==> src/rtl/uart_cmd_pkg.sv <==
// uart_cmd_pkg: ASCII constants, decoder state enum and digit-count width for uart_cmd_decoder
package uart_cmd_pkg;
  localparam logic [7:0] CH_CR  = 8'h0D;
  localparam logic [7:0] CH_LF  = 8'h0A;
  localparam logic [7:0] CH_ESC = 8'h1B;
  localparam logic [7:0] CH_R_U = 8'h52;
  localparam logic [7:0] CH_R_L = 8'h72;
  localparam logic [7:0] CH_C_U = 8'h43;
  localparam logic [7:0] CH_C_L = 8'h63;
  localparam logic [7:0] CH_M_U = 8'h4D;
  localparam logic [7:0] CH_M_L = 8'h6D;
  localparam logic [7:0] CH_T_U = 8'h54;
  localparam logic [7:0] CH_T_L = 8'h74;
  localparam int CNT_W = 3;
  typedef enum logic [2:0] {IDLE, DIGIT, WAIT_CR, CHECK, ACK} state_t;
  function automatic logic is_digit(input logic [7:0] b);
    return b >= 8'h30 && b <= 8'h39;
  endfunction
endpackage

==> src/rtl/bcd_pair_to_bin.sv <==
// bcd_pair_to_bin: two decimal digits to binary, with a range flag
// hi, lo: decimal digits (0-9); limit: exclusive upper bound; value: hi*10+lo; in_range: value < limit
module bcd_pair_to_bin (
  input  logic [3:0] hi,
  input  logic [3:0] lo,
  input  logic [6:0] limit,
  output logic [6:0] value,
  output logic       in_range
);
  assign value = {3'b000, hi} * 7'd10 + {3'b000, lo};
  assign in_range = value < limit;
endmodule

==> src/rtl/uart_cmd_decoder.sv <==
// uart_cmd_decoder: decodes RX FIFO ASCII commands into control pulses and pushes an ack byte to the TX FIFO
// rx_empty/rx_data/rx_pop: show-ahead RX FIFO side; tx_full/tx_push/tx_data: TX FIFO side
// cmd_run/cmd_clear/cmd_mode/parse_err: one-cycle pulses; set_valid strobes set_hour/set_min/set_sec
module uart_cmd_decoder
  import uart_cmd_pkg::*;
#(
  parameter bit         ACK_EN  = 1'b1,
  parameter logic [7:0] ACK_OK  = 8'h4B,
  parameter logic [7:0] ACK_ERR = 8'h3F
) (
  input  logic       clk,
  input  logic       rst,
  input  logic       rx_empty,
  input  logic [7:0] rx_data,
  output logic       rx_pop,
  input  logic       tx_full,
  output logic       tx_push,
  output logic [7:0] tx_data,
  output logic       cmd_run,
  output logic       cmd_clear,
  output logic       cmd_mode,
  output logic       set_valid,
  output logic [4:0] set_hour,
  output logic [5:0] set_min,
  output logic [5:0] set_sec,
  output logic       parse_err
);
  state_t state, state_n;
  logic [CNT_W-1:0] cnt;
  logic [3:0] dig [6];
  logic run_n, clear_n, mode_n, err_n, setv_n, ack_ld, ack_ok, dig_we, cnt_clr;
  logic [6:0] hour, min, sec;
  logic h_ok, m_ok, s_ok;
  bcd_pair_to_bin u_hour (.hi(dig[0]), .lo(dig[1]), .limit(7'd24), .value(hour), .in_range(h_ok));
  bcd_pair_to_bin u_min  (.hi(dig[2]), .lo(dig[3]), .limit(7'd60), .value(min),  .in_range(m_ok));
  bcd_pair_to_bin u_sec  (.hi(dig[4]), .lo(dig[5]), .limit(7'd60), .value(sec),  .in_range(s_ok));
  always_comb begin
    rx_pop = ~rx_empty && (state == IDLE || state == DIGIT || state == WAIT_CR);
    tx_push = ACK_EN && state == ACK && ~tx_full;
    state_n = state;
    run_n = 1'b0;
    clear_n = 1'b0;
    mode_n = 1'b0;
    err_n = 1'b0;
    setv_n = 1'b0;
    ack_ld = 1'b0;
    ack_ok = 1'b0;
    dig_we = 1'b0;
    cnt_clr = 1'b0;
    case (state)
      IDLE: if (rx_pop) begin
        if (rx_data == CH_R_U || rx_data == CH_R_L) begin
          run_n = 1'b1;
          ack_ld = 1'b1;
          ack_ok = 1'b1;
        end else if (rx_data == CH_C_U || rx_data == CH_C_L) begin
          clear_n = 1'b1;
          ack_ld = 1'b1;
          ack_ok = 1'b1;
        end else if (rx_data == CH_M_U || rx_data == CH_M_L) begin
          mode_n = 1'b1;
          ack_ld = 1'b1;
          ack_ok = 1'b1;
        end else if (rx_data == CH_T_U || rx_data == CH_T_L) begin
          state_n = DIGIT;
          cnt_clr = 1'b1;
        end else if (rx_data != CH_CR && rx_data != CH_LF) begin
          err_n = 1'b1;
          ack_ld = 1'b1;
        end
      end
      DIGIT: if (rx_pop) begin
        if (is_digit(rx_data)) begin
          dig_we = 1'b1;
          state_n = cnt == CNT_W'(5) ? WAIT_CR : DIGIT;
        end else if (rx_data == CH_ESC) begin
          state_n = IDLE;
        end else begin
          err_n = 1'b1;
          ack_ld = 1'b1;
        end
      end
      WAIT_CR: if (rx_pop) begin
        if (rx_data == CH_CR) begin
          state_n = CHECK;
        end else if (rx_data == CH_ESC) begin
          state_n = IDLE;
        end else begin
          err_n = 1'b1;
          ack_ld = 1'b1;
        end
      end
      CHECK: begin
        setv_n = h_ok && m_ok && s_ok;
        err_n = ~setv_n;
        ack_ld = 1'b1;
        ack_ok = setv_n;
      end
      ACK: state_n = tx_full ? ACK : IDLE;
      default: state_n = IDLE;
    endcase
    // every completed command or error funnels through here; ACK is bypassed when acks are disabled
    if (ack_ld) state_n = ACK_EN ? ACK : IDLE;
  end
  always_ff @(posedge clk or posedge rst) begin
    if (rst) begin
      state <= IDLE;
      cnt <= '0;
      for (int i = 0; i < 6; i++) dig[i] <= '0;
      cmd_run <= 1'b0;
      cmd_clear <= 1'b0;
      cmd_mode <= 1'b0;
      set_valid <= 1'b0;
      parse_err <= 1'b0;
      tx_data <= '0;
      set_hour <= '0;
      set_min <= '0;
      set_sec <= '0;
    end else begin
      state <= state_n;
      cmd_run <= run_n;
      cmd_clear <= clear_n;
      cmd_mode <= mode_n;
      set_valid <= setv_n;
      parse_err <= err_n;
      if (cnt_clr) cnt <= '0;
      else if (dig_we) begin
        dig[cnt] <= rx_data[3:0];
        cnt <= cnt + 1'b1;
      end
      if (ack_ld) tx_data <= ack_ok ? ACK_OK : ACK_ERR;
      if (setv_n) begin
        set_hour <= 5'(hour);
        set_min <= 6'(min);
        set_sec <= 6'(sec);
      end
    end
  end
endmodule

==> config.mk <==
export PLATFORM = sky130hd
export DESIGN_NAME = uart_cmd_decoder
export DESIGN_NICKNAME = d
export VERILOG_FILES = /design/src/rtl/uart_cmd_pkg.sv /design/src/rtl/bcd_pair_to_bin.sv /design/src/rtl/uart_cmd_decoder.sv
export SDC_FILE = /design/constraint.sdc
export NUM_CORES = 1
export LEC_CHECK = 0
export CELL_PAD_IN_SITES_DETAIL_PLACEMENT = 1
export CELL_PAD_IN_SITES_GLOBAL_PLACEMENT = 2
export CORE_ASPECT_RATIO = 1.1
export CORE_MARGIN = 2
export CORE_UTILIZATION = 32
export CTS_CLUSTER_DIAMETER = 100
export DETAILED_ROUTE_END_ITERATION = 10
export PLACE_DENSITY_LB_ADDON = 0.1
export SKIP_CTS_REPAIR_TIMING = 1
export SYNTH_ARGS = -nofsm -noshare
export SYNTH_HDL_FRONTEND = slang
export SYNTH_SLANG_ARGS = --single-unit
==> constraint.sdc <==
create_clock -name clk -period 3.4 [get_ports clk]
set_clock_uncertainty 0.2 [all_clocks]
set_input_delay 1.02 -clock clk [delete_from_list [all_inputs] [get_ports clk]]
set_output_delay 1.02 -clock clk [all_outputs]
set_load 0.05 [all_outputs]
==> results.md <==
* Status: finished, final reports clean
* Final worst slack at 0.0272 ns
* Largest net degree at the start of global routing at 32
* Worst-path fanout max at 5
* Commonest non-fill, non-tap cell in the layout: dfrtp_1
* Pins Over Slew Limit at 0
* Worst Setup Start Kind: register
* First-pass GRT wire length at 12800 µm
* Max Freq at 0.296 GHz
* Sink Count at 55
* Final setup vio count at 0
* Sequential Power Share at 43.9%
* FF+latch count, synth at 55
* Htree depth at 2
* Yosys top cell by area: dfrtp_1
* Crit path capture type: register
* Internal power at 0.00115 W
* Warnings, synthesis at 0
* Sw Share at 33.6%
* Area grow syn2layout at 31.1%
* Net Switching at 0.000581 W
* Leak at between 1.5 and 2 nW
* Synthesized cell area at 0.00326 mm²
* Clock power share at 26.3%
* Placement Setup Slack at -0.0578 ns
* Layout cells sized above 1 at between 20% and 30%
* CTS Buffer Depth at 2
* Worst Tran Pin Value at 0.561 ns
* Initial antenna violation count at 0
* DRT iter0 DRCs at 43
* Final ANT Viol Nets at 0
* CTS tree: built
* Nets at 417
* Critical Path RT at around 3.4 ns
* Finished Layout Cells at 499
* Asr flop ratio synth at 100%
* Layout Utilization at between 40% and 50%
* VDD IR max at just under 200 µV
* Die width at 100 µm
* Tmin final at 3.37 ns
* Gr ovfl total at 0
* Worst-skew pair later-pin latency at between 0.3 and 0.4 ns
* Remaining DRCs at 0
* EDFF count, synth at 0
* Die area at 0.0110 mm²
* P per Cell Area at 405 mW/mm²
* Post-synthesis area per instance at 10.8 µm²
* RSZ-0062 raised after global routing: true
* Post-synth top area share at 42.2%
* Root Driver: clkbuf_8
* Total CTS buffers at 5
* Via count of the first global-routing pass at 2563
* Post-synth cell types at 55
* Syn Nets at around 340
* WP data arrival at 3.38 ns
* Vias per std cell at 4.91
* Vias at ~2400
* Cells after synthesis at 303
* GP Congestion at around 0.76
* Worst rel slew slack at 62.5%
* CP Class: register to register
* Die Ht at 110 µm
* Commonest cells after routing, fill and taps aside: dfrtp_1 (55), clkdlybuf4s50_1 (40), buf_4 (38), inv_1 (24), mux2_2 (21)
* Core region area at 0.00989 mm²
* Initial Utilization at between 30% and 40%
* Detailed Place HPWL at 6090 µm
* Logic gate share of total power at between 20% and 30%
* Crit share post-route at between 90 and 100%
* Hold Crit Class: register to register
* Detailed Route WL at 8090 µm
* Main flop type after synthesis: dfrtp_1
* Wire per inst at 16.2 µm
* Synth top area cells: dfrtp_1 (42%), ha_1 (8.1%), mux2_2 (7.3%)
* Placed insts at between 400 and 500
* Final Hold Viols at 0
* Post-synthesis sequential area ratio at 42.2%
* DR pass1 iterations at 4
* Max Cap Viol at 0
* PortBufs at between 40 and 50
* # rows at 38
* Total track usage at 15.1%
* Clk slew on worst S/H paths at 0.10 ns
* # diodes at 0
* Num ports at 44
power groups by stage:
| stage | combinational [W] | clock (W) | sequential (W) |
|---|---|---|---|
| 3_5_place_dp | 0.000519 | 0 | 0.000774 |
| 3_3_place_gp | 0.000519 | 0 | 0.000773 |
| 4_1_cts | 0.000523 | 0.000476 | 0.000761 |
| 6_report | 0.000517 | 0.000455 | 0.000759 |
| 2_1_floorplan | 0.000323 | 0 | 0.000764 |
| 5_1_grt | 0.000578 | 0.000503 | 0.000771 |
critical path: stages (launching register included):
cell and delay [ns]:
dfrtp_1 0.40, ha_1 0.30, ha_2 0.19, inv_2 0.05
fa_1 0.43, a211o_1 0.28, xnor2_2 0.14, or4_4 0.50
nor3_4 0.26, buf_6 0.20, mux2_1 0.32
logic make-up after synthesis:
logic type	share of synthesized area (%)
AOI/OAI and AO/OA	8.10
xor gates and xnor gates	3.76
adders and majority gates	12.1
buffers and inverters	5.88
DFF	42.2
muxes	12.9
other	0.115
and+or+nand+nor	14.9
state kept, by name (all words and copies together), names as in the netlist:
register	flops
dig	24
set_min	6
set_sec	6
set_hour	5
cnt	3
state	3
tx_data	3
cmd_clear	1
cmd_mode	1
cmd_run	1
parse_err	1
set_valid	1
synth_stat cells (5+ instances only):
master     n
nor2b_1    7
nor3_1     5
nand2_1   15
dfrtp_1   55
o21ai_0   12
xor2_1     7
buf_4      7
nand3_1   10
ha_1      21
mux2i_1    5
inv_1     26
clkbuf_1   7
mux2_2    21
xnor2_1    7
mux2_1    12
fa_1       6
a21oi_1    9
nor2_1    18
path summary, 6_finish.rpt:
kind                                              start                 endpoint  slack, ns  depth (start not counted)
min in group asynchronous                           rst   set_min[5]$_DFFE_PP0P_       0.86                          2
worst min-delay path            set_hour[1]$_DFFE_PP0P_  set_hour[1]$_DFFE_PP0P_       0.30                          1
worst max register to register      dig[13]$_DFFE_PP0P_  set_hour[1]$_DFFE_PP0P_       0.03                         10
worst max-delay path                dig[13]$_DFFE_PP0P_  set_hour[1]$_DFFE_PP0P_       0.03                         10
max in group asynchronous                           rst       cnt[0]$_DFFE_PP0P_       1.57                          3
worst min register to register  set_hour[1]$_DFFE_PP0P_  set_hour[1]$_DFFE_PP0P_       0.30                          1
per-stage QoR:
stage / setup TNS [ns] / cell area, µm² / power (W) / hold slack, ns
global placement: -0.00976 / 4020 / 0.00129 / 0.266
floorplan: 0 / 3260 / 0.00109 / 0.259
finish: 0 / 4270 / 0.00173 / 0.299
CTS: -0.313 / 4130 / 0.00176 / 0.302
detailed placement: -0.224 / 4020 / 0.00129 / 0.277
global route: -1.02 / 4270 / 0.00185 / 0.325
per-layer routing:
| metal | vias up | global-route usage (%) | part of all wire (%) | wire length (µm) |
|---|---|---|---|---|
| li1 | 1195 | - | - | - |
| met1 | 1207 | 18.7 | 47 | 3790 |
| met2 | 36 | 25.9 | 48 | 3910 |
| met3 | 11 | 3.31 | 3.0 | 244 |
| met4 | 0 | 5.48 | 1.8 | 148 |
| met5 | - | 0 | 0 | 0 |
layout make-up:
cell class | count | area, µm²
clock inverters | 3 | 43.8
well taps | 120 | 150
fillers | 1097 | 5620
repair buffers | 85 | 785
inverters | 26 | 97.6
clock buffers | 5 | 68.8
flip-flops and latches | 55 | 1380
multi-input cells | 205 | 1750
Note: power is estimated with default switching activity, not from simulation.
